## src/rtl/prism_axi_pkg.sv

```systemverilog
// Shared types and helpers for the prism AXI write-data controller.
package prism_axi_pkg;

  typedef enum logic [1:0] {IDLE, WAIT_BURST, DATA} state_t;

  localparam int MAX_STRB_WIDTH = 128;

  function automatic int offset_width(input int strb_w);
    return $clog2(strb_w);
  endfunction

  // Byte-enable mask: head bytes below first_off and tail bytes above last_off are cleared.
  function automatic logic [MAX_STRB_WIDTH-1:0] strb_mask(input int strb_w, input int first_off,
                                                          input int last_off, input logic use_first,
                                                          input logic use_last);
    logic [MAX_STRB_WIDTH-1:0] m;
    for (int i = 0; i < MAX_STRB_WIDTH; i++)
      m[i] = (i < strb_w) && !(use_first && i < first_off) && !(use_last && i > last_off);
    return m;
  endfunction

endpackage

```

## src/rtl/prism_axi_skid_buffer.sv

```systemverilog
// Two-entry skid buffer with registered outputs; in_ready depends only on occupancy.
module prism_axi_skid_buffer #(
  parameter int WIDTH = 8
) (
  input  logic             clock,
  input  logic             resetn,
  input  logic             in_valid,
  output logic             in_ready,
  input  logic [WIDTH-1:0] in_data,
  output logic             out_valid,
  input  logic             out_ready,
  output logic [WIDTH-1:0] out_data
);

  logic             skid_valid;
  logic [WIDTH-1:0] skid_data;

  assign in_ready = !skid_valid;

  always_ff @(posedge clock or negedge resetn) begin
    if (!resetn) begin
      out_valid  <= 1'b0;
      out_data   <= '0;
      skid_valid <= 1'b0;
      skid_data  <= '0;
    end else if (!out_valid || out_ready) begin
      if (skid_valid) begin
        out_valid  <= 1'b1;
        out_data   <= skid_data;
        skid_valid <= 1'b0;
      end else begin
        out_valid <= in_valid;
        if (in_valid) out_data <= in_data;
      end
    end else if (in_valid && !skid_valid) begin
      skid_valid <= 1'b1;
      skid_data  <= in_data;
    end
  end

endmodule

```

## src/rtl/prism_axi_wdata_ctrl.sv

```systemverilog
// AXI W-channel controller: per-burst WSTRB/WLAST generation from a command and AW descriptors.
// Define PRISM_AXI_WDATA_SKID_EN to register the W outputs through a skid buffer.
module prism_axi_wdata_ctrl
  import prism_axi_pkg::*;
#(
  parameter int AXI_ADDR_WIDTH = 32,
  parameter int AXI_DATA_WIDTH = 64,
  parameter int LENGTH_WIDTH   = 16,
  localparam int STRB_WIDTH    = AXI_DATA_WIDTH / 8
) (
  input  logic                      clock,
  input  logic                      resetn,
  input  logic                      i_cmd_valid,
  output logic                      o_cmd_ready,
  input  logic [AXI_ADDR_WIDTH-1:0] i_cmd_address,
  input  logic [LENGTH_WIDTH-1:0]   i_cmd_length,
  input  logic                      i_burst_valid,
  output logic                      o_burst_ready,
  input  logic [7:0]                i_burst_axlen,
  input  logic                      i_burst_is_last,
  input  logic [AXI_DATA_WIDTH-1:0] s_data,
  input  logic                      s_valid,
  output logic                      s_ready,
  output logic [AXI_DATA_WIDTH-1:0] m_wdata,
  output logic [STRB_WIDTH-1:0]     m_wstrb,
  output logic                      m_wlast,
  output logic                      m_wvalid,
  input  logic                      m_wready,
  output logic                      o_done
);

  localparam int OFFSET_WIDTH = offset_width(STRB_WIDTH);

  state_t                    state, state_nxt;
  logic [OFFSET_WIDTH-1:0]   first_off, last_off;
  logic                      first_beat, is_last;
  logic [7:0]                beats_left;
  logic [AXI_ADDR_WIDTH-1:0] end_addr;
  logic                      cmd_hs, burst_hs, beat_hs, w_last, zero_done, xfer_end, done_src;
  logic [STRB_WIDTH-1:0]     strb;
  logic                      unused_addr_hi;

  assign end_addr       = i_cmd_address + AXI_ADDR_WIDTH'(i_cmd_length) - AXI_ADDR_WIDTH'(1);
  assign unused_addr_hi = ^end_addr[AXI_ADDR_WIDTH-1:OFFSET_WIDTH];
  assign cmd_hs         = i_cmd_valid && o_cmd_ready;
  assign burst_hs       = i_burst_valid && o_burst_ready;
  assign w_last         = (beats_left == 8'd0);
  assign strb           = STRB_WIDTH'(strb_mask(STRB_WIDTH, int'(first_off), int'(last_off),
                                                first_beat, is_last && w_last));

  always_comb begin
    state_nxt     = state;
    o_cmd_ready   = 1'b0;
    o_burst_ready = 1'b0;
    zero_done     = 1'b0;
    xfer_end      = 1'b0;
    case (state)
      IDLE: begin
        o_cmd_ready = 1'b1;
        if (i_cmd_valid) begin
          if (i_cmd_length == '0) zero_done = 1'b1;
          else                    state_nxt = WAIT_BURST;
        end
      end
      WAIT_BURST: begin
        o_burst_ready = 1'b1;
        if (i_burst_valid) state_nxt = DATA;
      end
      DATA: begin
        if (beat_hs && w_last) begin
          state_nxt = is_last ? IDLE : WAIT_BURST;
          xfer_end  = is_last;
        end
      end
      default: state_nxt = IDLE;
    endcase
  end

`ifdef PRISM_AXI_WDATA_SKID_EN
  logic skid_in_ready, out_done;

  // The done tag travels with the final beat so o_done lines up with its W handshake.
  assign s_ready  = (state == DATA) && skid_in_ready;
  assign beat_hs  = s_valid && s_ready;
  assign done_src = m_wvalid && m_wready && out_done;

  prism_axi_skid_buffer #(.WIDTH(AXI_DATA_WIDTH + STRB_WIDTH + 2)) u_skid (
    .clock     (clock),
    .resetn    (resetn),
    .in_valid  (s_valid && (state == DATA)),
    .in_ready  (skid_in_ready),
    .in_data   ({s_data, strb, w_last, w_last && is_last}),
    .out_valid (m_wvalid),
    .out_ready (m_wready),
    .out_data  ({m_wdata, m_wstrb, m_wlast, out_done})
  );
`else
  assign m_wvalid = (state == DATA) && s_valid;
  assign s_ready  = (state == DATA) && m_wready;
  assign m_wdata  = s_data;
  assign m_wstrb  = strb;
  assign m_wlast  = w_last;
  assign beat_hs  = m_wvalid && m_wready;
  assign done_src = xfer_end;
`endif

  always_ff @(posedge clock or negedge resetn) begin
    if (!resetn) begin
      state      <= IDLE;
      first_off  <= '0;
      last_off   <= '0;
      first_beat <= 1'b0;
      is_last    <= 1'b0;
      beats_left <= '0;
      o_done     <= 1'b0;
    end else begin
      state  <= state_nxt;
      o_done <= zero_done || done_src;
      if (cmd_hs) begin
        first_off  <= i_cmd_address[OFFSET_WIDTH-1:0];
        last_off   <= end_addr[OFFSET_WIDTH-1:0];
        first_beat <= 1'b1;
      end
      if (burst_hs) begin
        beats_left <= i_burst_axlen;
        is_last    <= i_burst_is_last;
      end
      if (beat_hs) begin
        first_beat <= 1'b0;
        if (!w_last) beats_left <= beats_left - 8'd1;
      end
    end
  end

endmodule

```

## config.mk

```make
export PLATFORM = sky130hd
export DESIGN_NAME = prism_axi_wdata_ctrl
export DESIGN_NICKNAME = d
export VERILOG_FILES = /design/src/rtl/prism_axi_pkg.sv /design/src/rtl/prism_axi_skid_buffer.sv /design/src/rtl/prism_axi_wdata_ctrl.sv
export SDC_FILE = /design/constraint.sdc
export NUM_CORES = 1
export LEC_CHECK = 0
export ABC_AREA = 1
export BUFFER_PORTS_ARGS = -buffer_cell sky130_fd_sc_hd__buf_2
export CORE_AREA = 4 4 78 80
export CTS_CLUSTER_DIAMETER = 30
export DETAILED_ROUTE_END_ITERATION = 10
export DIE_AREA = 0 0 82 84
export HOLD_SLACK_MARGIN = 0.06
export PLACE_DENSITY = 0.92
export SETUP_SLACK_MARGIN = 0.1
export SKIP_LAST_GASP = 1
export SYNTH_ARGS = -nofsm -noshare
export SYNTH_HDL_FRONTEND = slang
export SYNTH_SLANG_ARGS = --single-unit
```

## constraint.sdc

```tcl
create_clock -name clock -period 4.6 [get_ports clock]
set_clock_uncertainty 0.05 [all_clocks]
set_input_delay 0.69 -clock clock [delete_from_list [all_inputs] [get_ports clock]]
set_output_delay 0.69 -clock clock [all_outputs]
set_load 0.05 [all_outputs]
```

==> metrics.md <==
| Metric | Value |
|---|---|
| Max Cap Violations | `0` |
| GRT Util Overall | `10.9%` |
| DIE AREA | `6890 um2` |
| Worst-Margin Slew | `0.427 ns` |
| Post-Layout Inst Area | `1720 um2` |
| Rows | `27` |
| Clock Sinks | `19` |
| Pwr Density | `579 nW/um2` |
| DRT Pass-1 Iters | `5` |
| Hold_buf cts | `0` |
| Post-synth top area share | `26.1%` |
| Nets@finish | `382` |
| Post-cts sizing count | `0` |
| DP HPWL | `3050 um` |
| First-pass GRT wire length | `6050 um` |
| Synth async-reset ratio | `100%` |
| Clk root buf | `clkbuf_8` |
| Gate power share | `58.2%` |
| Die H | `84 um` |
| GP Congestion | `0.804` |
| # IOs | `205` |
| Post-Place Cell Area | `1680 um2` |
| Starting Density | `34.1%` |
| Synthesis Warnings | `0` |
| CTS Buffer Depth | `2` |
| I/O Buffers | `47` |
| Critical path arrival | `1.88 ns` |
| Via count | `1398` |
| Mapped Cells | `263` |
| Proportion of layout cells with a drive suffix above 1 | `26.5%` |
| Vias per Instance | `4.36` |
| EDFF count, synth | `0` |
| Skew-Pair Late Insertion Delay | `0.25 ns` |
| Critical setup path kind | `reg -> out` |
| Critical path launch point type | `flip-flop` |
| Area growth syn-to-layout | `-6.52%` |
| CP max stage cell | `dfrtp_1` |
| Initial antenna violation count | `0` |
| Die width | `82 um` |
| Post-Route WL | `3630 um` |
| Final setup fails | `0` |
| Hold_ws | `0.311 ns` |
| Max VDD drop | `0.000212 V` |
| Sequential fraction of the synthesis area | `25.8%` |
| Final Critical Period | `2.62 ns` |
| R2R setup slack | `3.05 ns` |
| Mapped Nets | `395` |
| Most common cell in the netlist | `buf_4` |
| RR Endpoint | `beats_left[6]` |
| FF+latch count, synth | `19` |
| CTS clk-pin slew, worst paths | `0.07 ns` |
| Pin count of the biggest net entering global routing | `20` |
| Most used DFF post-synth | `dfrtp_1` |
| Worst path cell trace | `inv_1 -> ha_1 -> inv_1 -> nor2_1 -> nand2_4 -> nor2_4 -> inv_2 -> o21bai_1 -> inv_1 -> buf_2` |
| LEAKAGE | `0.000957 uW` |
| Setup Fix Bufs, Post-CTS | `0` |
| Switching Share | `52.9%` |
| Total CTS buffers | `3` |
| Core area | `5410 um2` |
| F_max | `382 MHz` |
| Max-Slew Margin vs Limit | `71.5%` |
| Worst Reg-to-Reg Cells | `9` |
| Peak per-stage delay on the critical path | `0.37 ns` |
| Number of global-route vias before repair | `1395` |
| Clock Power Share | `11.6%` |
| Slew Limit Fails | `0` |
| Total grt overflow | `0` |
| Post-Syn Area | `1840 um2` |
| Worst Hold Class | `in -> async` |
| Worst Path Required | `3.86 ns` |
| Syn avg cell area | `7.01 um2` |
| Post-detailed-route wirelength per cell | `11.3 um` |
| Post-route ant nets | `0` |
| Initial DRC count | `37` |
| Yosys cell types | `25` |
| Critical path endpoint category | `output pin` |
| RSZ-0062 raised after global routing | `false` |
| Sw power | `528 uW` |
| Final hold vios | `0` |
| Yosys top cell by area | `buf_4` |
| Antenna cell count | `0` |
| Worst reg2reg path startpoint | `beats_left[0]` |
| CTS tree | `done` |
| Remaining DRCs | `0` |
| Synth top cells by count | `buf_4, nand2_1, inv_1, nor2_1, dfrtp_1` |
| Status | `finished, final reports clean` |
| Part of the power in registers | `30.2%` |
| # H-tree levels | `1` |
| P_int | `470 uW` |
| Tcrit/Tclk final | `56.8%` |
| CP dominant cell by count | `inv_1` |
| Setup TNS | `0 ns` |
| Top cells by area, synth | `buf_4, dfrtp_1, nand2_1` |
| Crit Path Max Fanout | `6` |
[stage by stage]
stage	util (%)	setup slack (ns)	power (uW)	std cells
floorplan	-	2.24	907	263
global placement	31.0	2.32	869	317
detailed placement	31.0	2.25	892	317
CTS	31.9	1.97	1010	321
global route	31.9	1.83	1090	321
finish	31.9	1.98	998	321
[routing by layer]
layer | track usage [%] | routed length [um] | vias up | share of wire, %
met1 | 12.5 | 1440 | 610 | 40
met3 | 1.62 | 288 | 30 | 7.9
met2 | 18.0 | 1710 | 50 | 47
li1 | - | - | 708 | -
met4 | 7.70 | 193 | 0 | 5.3
met5 | 0 | 0 | - | 0
[cell usage in the layout (no fill, tap or decap), types with 2 or more instances in the layout]
| cell type | instances |
|---|---|
| inv_2 | 3 |
| a21oi_1 | 3 |
| clkbuf_8 | 3 |
| nand2_4 | 3 |
| nor2_4 | 3 |
| clkinv_2 | 2 |
| nand2_2 | 3 |
| buf_2 | 47 |
| nand3_1 | 9 |
| inv_1 | 34 |
| xor2_1 | 5 |
| nand2_1 | 55 |
| nand2b_1 | 2 |
| o21ai_1 | 5 |
| ha_1 | 5 |
| xnor2_1 | 2 |
| o21bai_1 | 2 |
| o21ai_0 | 15 |
| nor2_1 | 24 |
| dfrtp_1 | 19 |
[worst max-delay path, delay by kind of cell (launching register included)]
kind                       cells  cell delay, ns
buffers and inverters          5            0.51
and+or+nand+nor                3            0.43
AOI/OAI and AO/OA              1            0.15
DFF                            1            0.37
adders and majority gates      1            0.17
[power groups by stage]
stage                     sequential [uW]  combinational (uW)  clock, uW
after floorplan                       289                 618          0
after global placement                299                 570          0
after detailed placement              304                 588          0
after CTS                             301                 589        119
after global routing                  315                 647        126
final                                 302                 581        116
[how the worst max path moves through the flow]
| stage | to | from | slack [ns] | cells past startpoint |
|---|---|---|---|---|
| after floorplan | m_wstrb[0] | first_off[2] | 2.24 | 1 |
| after global placement | m_wstrb[5] | beats_left[0] | 2.32 | 10 |
| after detailed placement | m_wstrb[5] | beats_left[0] | 2.25 | 10 |
| after CTS | m_wstrb[5] | beats_left[0] | 1.97 | 10 |
| after global routing | m_wstrb[5] | beats_left[0] | 1.83 | 10 |
| final | m_wstrb[5] | beats_left[0] | 1.98 | 10 |
[state kept, by name (all words and copies together) (netlist names)]
| register | count |
|---|---|
| is_last | 1 |
| first_beat | 1 |
| o_done | 1 |
| last_off | 3 |
| beats_left | 8 |
| first_off | 3 |
| state | 2 |
[logic make-up after synthesis]
logic type,Yosys count,share of synthesized area (%)
buffers and inverters,104,35.0
XOR/XNOR,7,3.33
adder cells (fa/ha/maj),5,3.39
AND/OR/NAND/NOR,100,24.2
AO/OA/AOI/OAI,28,8.28
flip-flops,19,25.8
[cell type report]
| class | instances | area (um2) |
|---|---|---|
| clock buffer | 3 | 41.3 |
| clock inverter | 1 | 5.00 |
| fill | 602 | 3680 |
| inverter | 39 | 153 |
| multi-input combinational | 140 | 723 |
| sequential | 19 | 475 |
| tap | 72 | 90.1 |
| timing repair buffer | 47 | 235 |
Note: power is estimated with default switching activity, not from simulation.
